File: config.mk
export PLATFORM = sky130hd
export DESIGN_NAME = ofifo_drain_ctrl
export DESIGN_NICKNAME = d
export VERILOG_FILES = /design/src/rtl/ofifo_drain_ctrl.sv
export SDC_FILE = /design/constraint.sdc
export NUM_CORES = 1
export LEC_CHECK = 0
export CAP_MARGIN = 40
export CORE_MARGIN = 8
export CORE_UTILIZATION = 40
export CTS_CLUSTER_SIZE = 16
export DETAILED_ROUTE_END_ITERATION = 16
export GPL_TIMING_DRIVEN = 0
export PLACE_DENSITY_LB_ADDON = 0.15
export SLEW_MARGIN = 20
export SYNTH_ARGS = -nofsm -noshare
export SYNTH_HDL_FRONTEND = slang
export SYNTH_SLANG_ARGS = --single-unit
File: constraint.sdc
create_clock -name clk -period 11.4 [get_ports clk]
set_input_delay 2.28 -clock clk [delete_from_list [all_inputs] [get_ports clk]]
set_output_delay 2.28 -clock clk [all_outputs]
set_load 0.01 [all_outputs]
File: src/rtl/ofifo_drain_ctrl.sv
// Output-FIFO drain controller: reads one row at a time, waits RD_LAT cycles, writes it to SRAM.
// Optional build macro OFIFO_DRAIN_RELU_EN clamps negative column words to zero on the way out.
module ofifo_drain_ctrl #(
  parameter int col    = 8,
  parameter int bw     = 16,
  parameter int AW     = 11,
  parameter int RD_LAT = 2
) (
  input  logic                clk,
  input  logic                reset,
  input  logic                start,
  input  logic [6:0]          num_rows,
  input  logic [AW-1:0]       base_addr,
  input  logic                ofifo_valid,
  input  logic [col*bw-1:0]   ofifo_dout,
  output logic                ofifo_rd,
  output logic                sram_wen,
  output logic [AW-1:0]       sram_addr,
  output logic [col*bw-1:0]   sram_din,
  output logic                busy,
  output logic                done
);

  typedef enum logic [2:0] {IDLE, ISSUE, WAIT_DATA, WRITE, FINISH} state_t;

  localparam logic [2:0] LAT_LAST = 3'(RD_LAT - 1);

  state_t              state;
  logic [6:0]          num_q;
  logic [6:0]          row_cnt;
  logic [AW-1:0]       addr_q;
  logic [2:0]          lat_cnt;
  logic [col*bw-1:0]   row_p0;

  function automatic logic [col*bw-1:0] post_proc(input logic [col*bw-1:0] row);
    logic [col*bw-1:0] res;
`ifdef OFIFO_DRAIN_RELU_EN
    logic signed [bw-1:0] w;
`endif
    res = row;
`ifdef OFIFO_DRAIN_RELU_EN
    for (int c = 0; c < col; c++) begin
      w = row[c*bw +: bw];
      if (w < 0) res[c*bw +: bw] = '0;
    end
`endif
    return res;
  endfunction

  // Read strobe is issued in the ISSUE cycle itself so a row costs only RD_LAT+2 cycles.
  assign ofifo_rd = !reset && (state == ISSUE) && ofifo_valid;

  // Row capture: data lands RD_LAT cycles after the read strobe
  always_ff @(posedge clk) begin
    if (state == WAIT_DATA && lat_cnt == LAT_LAST) row_p0 <= ofifo_dout;
  end

  always_ff @(posedge clk) begin
    if (reset) begin
      state     <= IDLE;
      busy      <= 1'b0;
      done      <= 1'b0;
      sram_wen  <= 1'b0;
      sram_addr <= '0;
      sram_din  <= '0;
      num_q     <= '0;
      row_cnt   <= '0;
      addr_q    <= '0;
      lat_cnt   <= '0;
    end else begin
      done     <= 1'b0;
      sram_wen <= 1'b0;
      case (state)
        IDLE: begin
          if (start) begin
            busy    <= 1'b1;
            num_q   <= num_rows;
            addr_q  <= base_addr;
            row_cnt <= '0;
            state   <= (num_rows == 7'd0) ? FINISH : ISSUE;
          end
        end
        ISSUE: begin
          if (ofifo_valid) begin
            lat_cnt <= '0;
            state   <= WAIT_DATA;
          end
        end
        WAIT_DATA: begin
          if (lat_cnt == LAT_LAST) state <= WRITE;
          else                     lat_cnt <= lat_cnt + 3'd1;
        end
        // Write stage: address wraps modulo 2^AW without any flag
        WRITE: begin
          sram_wen  <= 1'b1;
          sram_addr <= addr_q;
          sram_din  <= post_proc(row_p0);
          addr_q    <= addr_q + AW'(1);
          row_cnt   <= row_cnt + 7'd1;
          state     <= (row_cnt + 7'd1 == num_q) ? FINISH : ISSUE;
        end
        FINISH: begin
          done  <= 1'b1;
          busy  <= 1'b0;
          state <= IDLE;
        end
        default: state <= IDLE;
      endcase
    end
  end

endmodule

==> summary.md <==
| Metric | Value |
|---|---|
| Critical path destination | `ofifo_rd` |
| Achievable Freq | `152 MHz` |
| Hold_buf cts | `0` |
| Comb pwr share | `6.6%` |
| HPWL Detailed | `between 20000 and 25000 microns` |
| Switching share of total power | `21.1%` |
| GRT overflow | `0` |
| Placed cell area | `between 10000 and 15000 sq um` |
| Nets | `1438` |
| Crit path kind | `in -> out` |
| 1st-iter DRT viols | `around 380` |
| Vias | `around 7900` |
| PwrDens | `around 150 nW/um^2` |
| CTS buffer count | `34` |
| Minimum clock period | `6560 ps` |
| Die footprint | `31500 sq um` |
| Reg clk slew, reported paths | `50 ps` |
| Layout cells sized above 1 | `6.42%` |
| Die height | `178 microns` |
| Postcts setup bufs | `0` |
| Worst slack, placed | `between 4000 and 5000 ps` |
| Slew HR | `54.8%` |
| Reg-to-Reg Start | `lat_cnt[0]$_SDFFE_PP0P_` |
| Reg2reg setup slack | `about 9300 ps` |
| Library cells used by synthesis | `51` |
| Area contributors post-synth | `edfxtp_1 (37%), dfxtp_1 (33%), nand2_1 (11%), a21oi_1 (7.7%), buf_4 (0.86%)` |
| Tot Pwr | `2.28 mW` |
| Worst Max-Slew Pin Slew | `~680 ps` |
| Crit. End Element | `output port` |
| Cell Int Power | `1.80 mW` |
| Fill cells | `2268` |
| RSZ-0062 raised after global routing | `false` |
| Final WS setup | `4840 ps` |
| Sequential share of power | `between 50 and 60%` |
| Vias per cell | `4.80` |
| Status | `complete, no violations` |
| Area growth, synth to finish | `42.1%` |
| Setup TNS | `0 ps` |
| CTS sink cnt | `301` |
| Leading area contributor after synthesis | `edfxtp_1` |
| Initial Util | `40.4%` |
| Post-synthesis sequential area ratio | `approximately 70%` |
| Slowest cell on crit path | `clkdlybuf4s50_1` |
| Min-delay worst type | `reg -> reg` |
| Clock latency on the worst-skew pair | `500 ps` |
| Largest net degree at the start of global routing | `53` |
| Startpoint Class | `input port` |
| Count leader, synth | `nand2_1` |
| Yosys reg bits | `301` |
| # H-tree levels | `2` |
| Vias in the first global route | `7925` |
| Final setup viols | `0` |
| Core Area | `between 20000 and 30000 sq um` |
| Clock skew | `8.80 ps` |
| CTS root buf | `clkbuf_16` |
| Post-synth EDFFs | `128` |
| Number of stages on the worst setup path | `5` |
| Clk network pwr share | `42.8%` |
| Total of max-cap violations | `0` |
| Crit-path cells | `clkdlybuf4s50_1 -> clkbuf_1 -> clkbuf_1 -> nor3_1 -> clkdlybuf4s50_1` |
| Mapped Avg Cell Area | `11.0 sq um` |
| Row count | `59` |
| Hold Startpoint | `sram_din[41]$_SDFFE_PP0P_` |
| CP Buf/Inv Count | `4` |
| First-pass GRT wire length | `43200 microns` |
| Post-synth ARST share | `0%` |
| Initial antenna violation count | `3` |
| Post-CTS Resized | `0` |
| Drt pass-1 iters | `5` |
| Layout Cell Area excl Fill | `~15000 sq um` |
| Crit path from | `reset` |
| Synth top cells by count | `nand2_1 (311), dfxtp_1 (173), a21oi_1 (161)` |
| # port buffers | `about 300` |
| Post-route ant nets | `0` |
| Synth top area share | `between 30% and 40%` |
| Worst IR Drop VDD | `between 0.0001 and 0.00015 V` |
| DRC | `0` |
| Final Cycle Share | `57.6%` |
| P_sw | `between 0.4 and 0.5 mW` |
| Cell family with most CP delay | `buffers and inverters` |
| DRT Wirelength | `28000 microns` |
| Top_reg_cell synth | `dfxtp_1` |
| Netlist Area Pre-Place | `10400 sq um` |
| Post-synth net total | `around 1100` |
| CTS tree | `done` |
| Die width | `178 microns` |
| Critical path arrival | `4280 ps` |
| R2R Path End | `row_p0[18]$_DFFE_PP_` |
| Clock Tree Buf Depth | `3` |
| # IOs | `293` |
| Leakage | `4.98 nW` |
| Hold Fails Final Rpt | `0` |
| DR WL/cell | `17.0 microns` |
| Crit path max fanout | `10` |
| Required time worst endpoint | `9120 ps` |
| Final number of max-transition violations | `0` |
| Slowest stage delay, CP | `500 ps` |
| GRT Resource Usage Total | `17.4%` |
| Cells after Synth | `954` |
| Worst Reg-to-Reg Cells | `4` |
| YS warnings | `0` |
| Routability cong. | `0.795` |
==> cell families (layout without fill, tap and decap cells) <==
logic type / after synthesis / after routing / share of synthesized area (%)
compound gates: 191 / 191 / 9.89
xor+xnor: 10 / 10 / 0.838
fa+ha+maj: 4 / 4 / 0.479
buf+inv: 63 / 418 / 3.10
flops: 301 / 301 / 69.9
mux: 2 / 2 / 0.192
other cells: 0 / 2 / 0
simple gates: 383 / 383 / 15.6
==> layout make-up <==
| cell class | instances | area [sq um] | share of cell area, % |
|---|---|---|---|
| Buffer | 59 | 309 | 2.08 |
| Sequential cell | 301 | 7310 | 49.2 |
| Antenna cell | 2 | 5.00 | 0.0337 |
| Inverter | 4 | 15.0 | 0.101 |
| Multi-Input combinational cell | 590 | 2820 | 19.0 |
| Tap cell | 335 | 419 | 2.82 |
| Clock inverter | 6 | 28.8 | 0.194 |
| Timing Repair Buffer | 294 | 2980 | 20.1 |
| Clock buffer | 55 | 961 | 6.47 |
==> per-stage QoR <==
step	utilization [%]	cells	hold slack [ps]
after floorplan	-	954	441
after global placement	53.4	1581	441
after detailed placement	53.6	1583	446
after CTS	57.4	1644	453
after global routing	57.5	1646	466
final	57.5	1646	452
==> worst reg2reg max path, stage by stage (launching register included) <==
cell and delay, ps:
dfxtp_1 390, ha_1 160, nor2b_1 250, and3_4 610, buf_16 320
==> registers in the layout, indices dropped and copies added (netlist names) <==
| register | cells |
|---|---|
| row_p0 | 128 |
| sram_din | 128 |
| addr_q | 11 |
| sram_addr | 11 |
| num_q | 7 |
| row_cnt | 7 |
| lat_cnt | 3 |
| state | 3 |
| busy | 1 |
| done | 1 |
| sram_wen | 1 |
==> cell usage in the layout, fill, tap and decap left out, types with 5 or more instances in the layout <==
| master | count |
|---|---|
| o211ai_1 | 8 |
| clkbuf_16 | 35 |
| nand2_1 | 311 |
| dfxtp_1 | 173 |
| clkbuf_1 | 43 |
| o21ai_0 | 5 |
| xor2_1 | 6 |
| clkdlybuf4s50_1 | 292 |
| nand3_1 | 8 |
| edfxtp_1 | 128 |
| buf_2 | 16 |
| nor2_1 | 19 |
| buf_4 | 12 |
| nor3_1 | 7 |
| a21oi_1 | 161 |
==> power by group through the flow <==
stage / Sequential [mW] / Clock, mW / Combinational (mW)
2_1_floorplan: 1.18 / 0 / 0.0591
3_3_place_gp: 1.18 / 0 / 0.150
3_5_place_dp: 1.18 / 0 / 0.153
4_1_cts: 1.15 / 1.01 / 0.154
5_1_grt: 1.16 / 1.06 / 0.166
6_report: 1.15 / 0.979 / 0.151
==> per-layer routing <==
layer  share of wire, %  vias to the layer above  track usage (%)  wire (microns)
li1                   -                     3919                -               -
met2                 49                      222             28.7           13600
met5              0.046                        -                0              13
met4                3.0                        2             6.70             853
met3                8.7                       52             6.62            2420
met1                 40                     3703             20.1           11100
==> worst min-delay path by stage <==
stage                                       to  cells past startpoint
CTS                   sram_din[5]$_SDFFE_PP0P_                      2
global placement     sram_din[38]$_SDFFE_PP0P_                      2
floorplan           sram_addr[10]$_SDFFE_PP0P_                      2
finish               sram_din[41]$_SDFFE_PP0P_                      2
global route          sram_din[5]$_SDFFE_PP0P_                      2
detailed placement    sram_din[5]$_SDFFE_PP0P_                      2
Note: power is estimated with default switching activity, not from simulation.
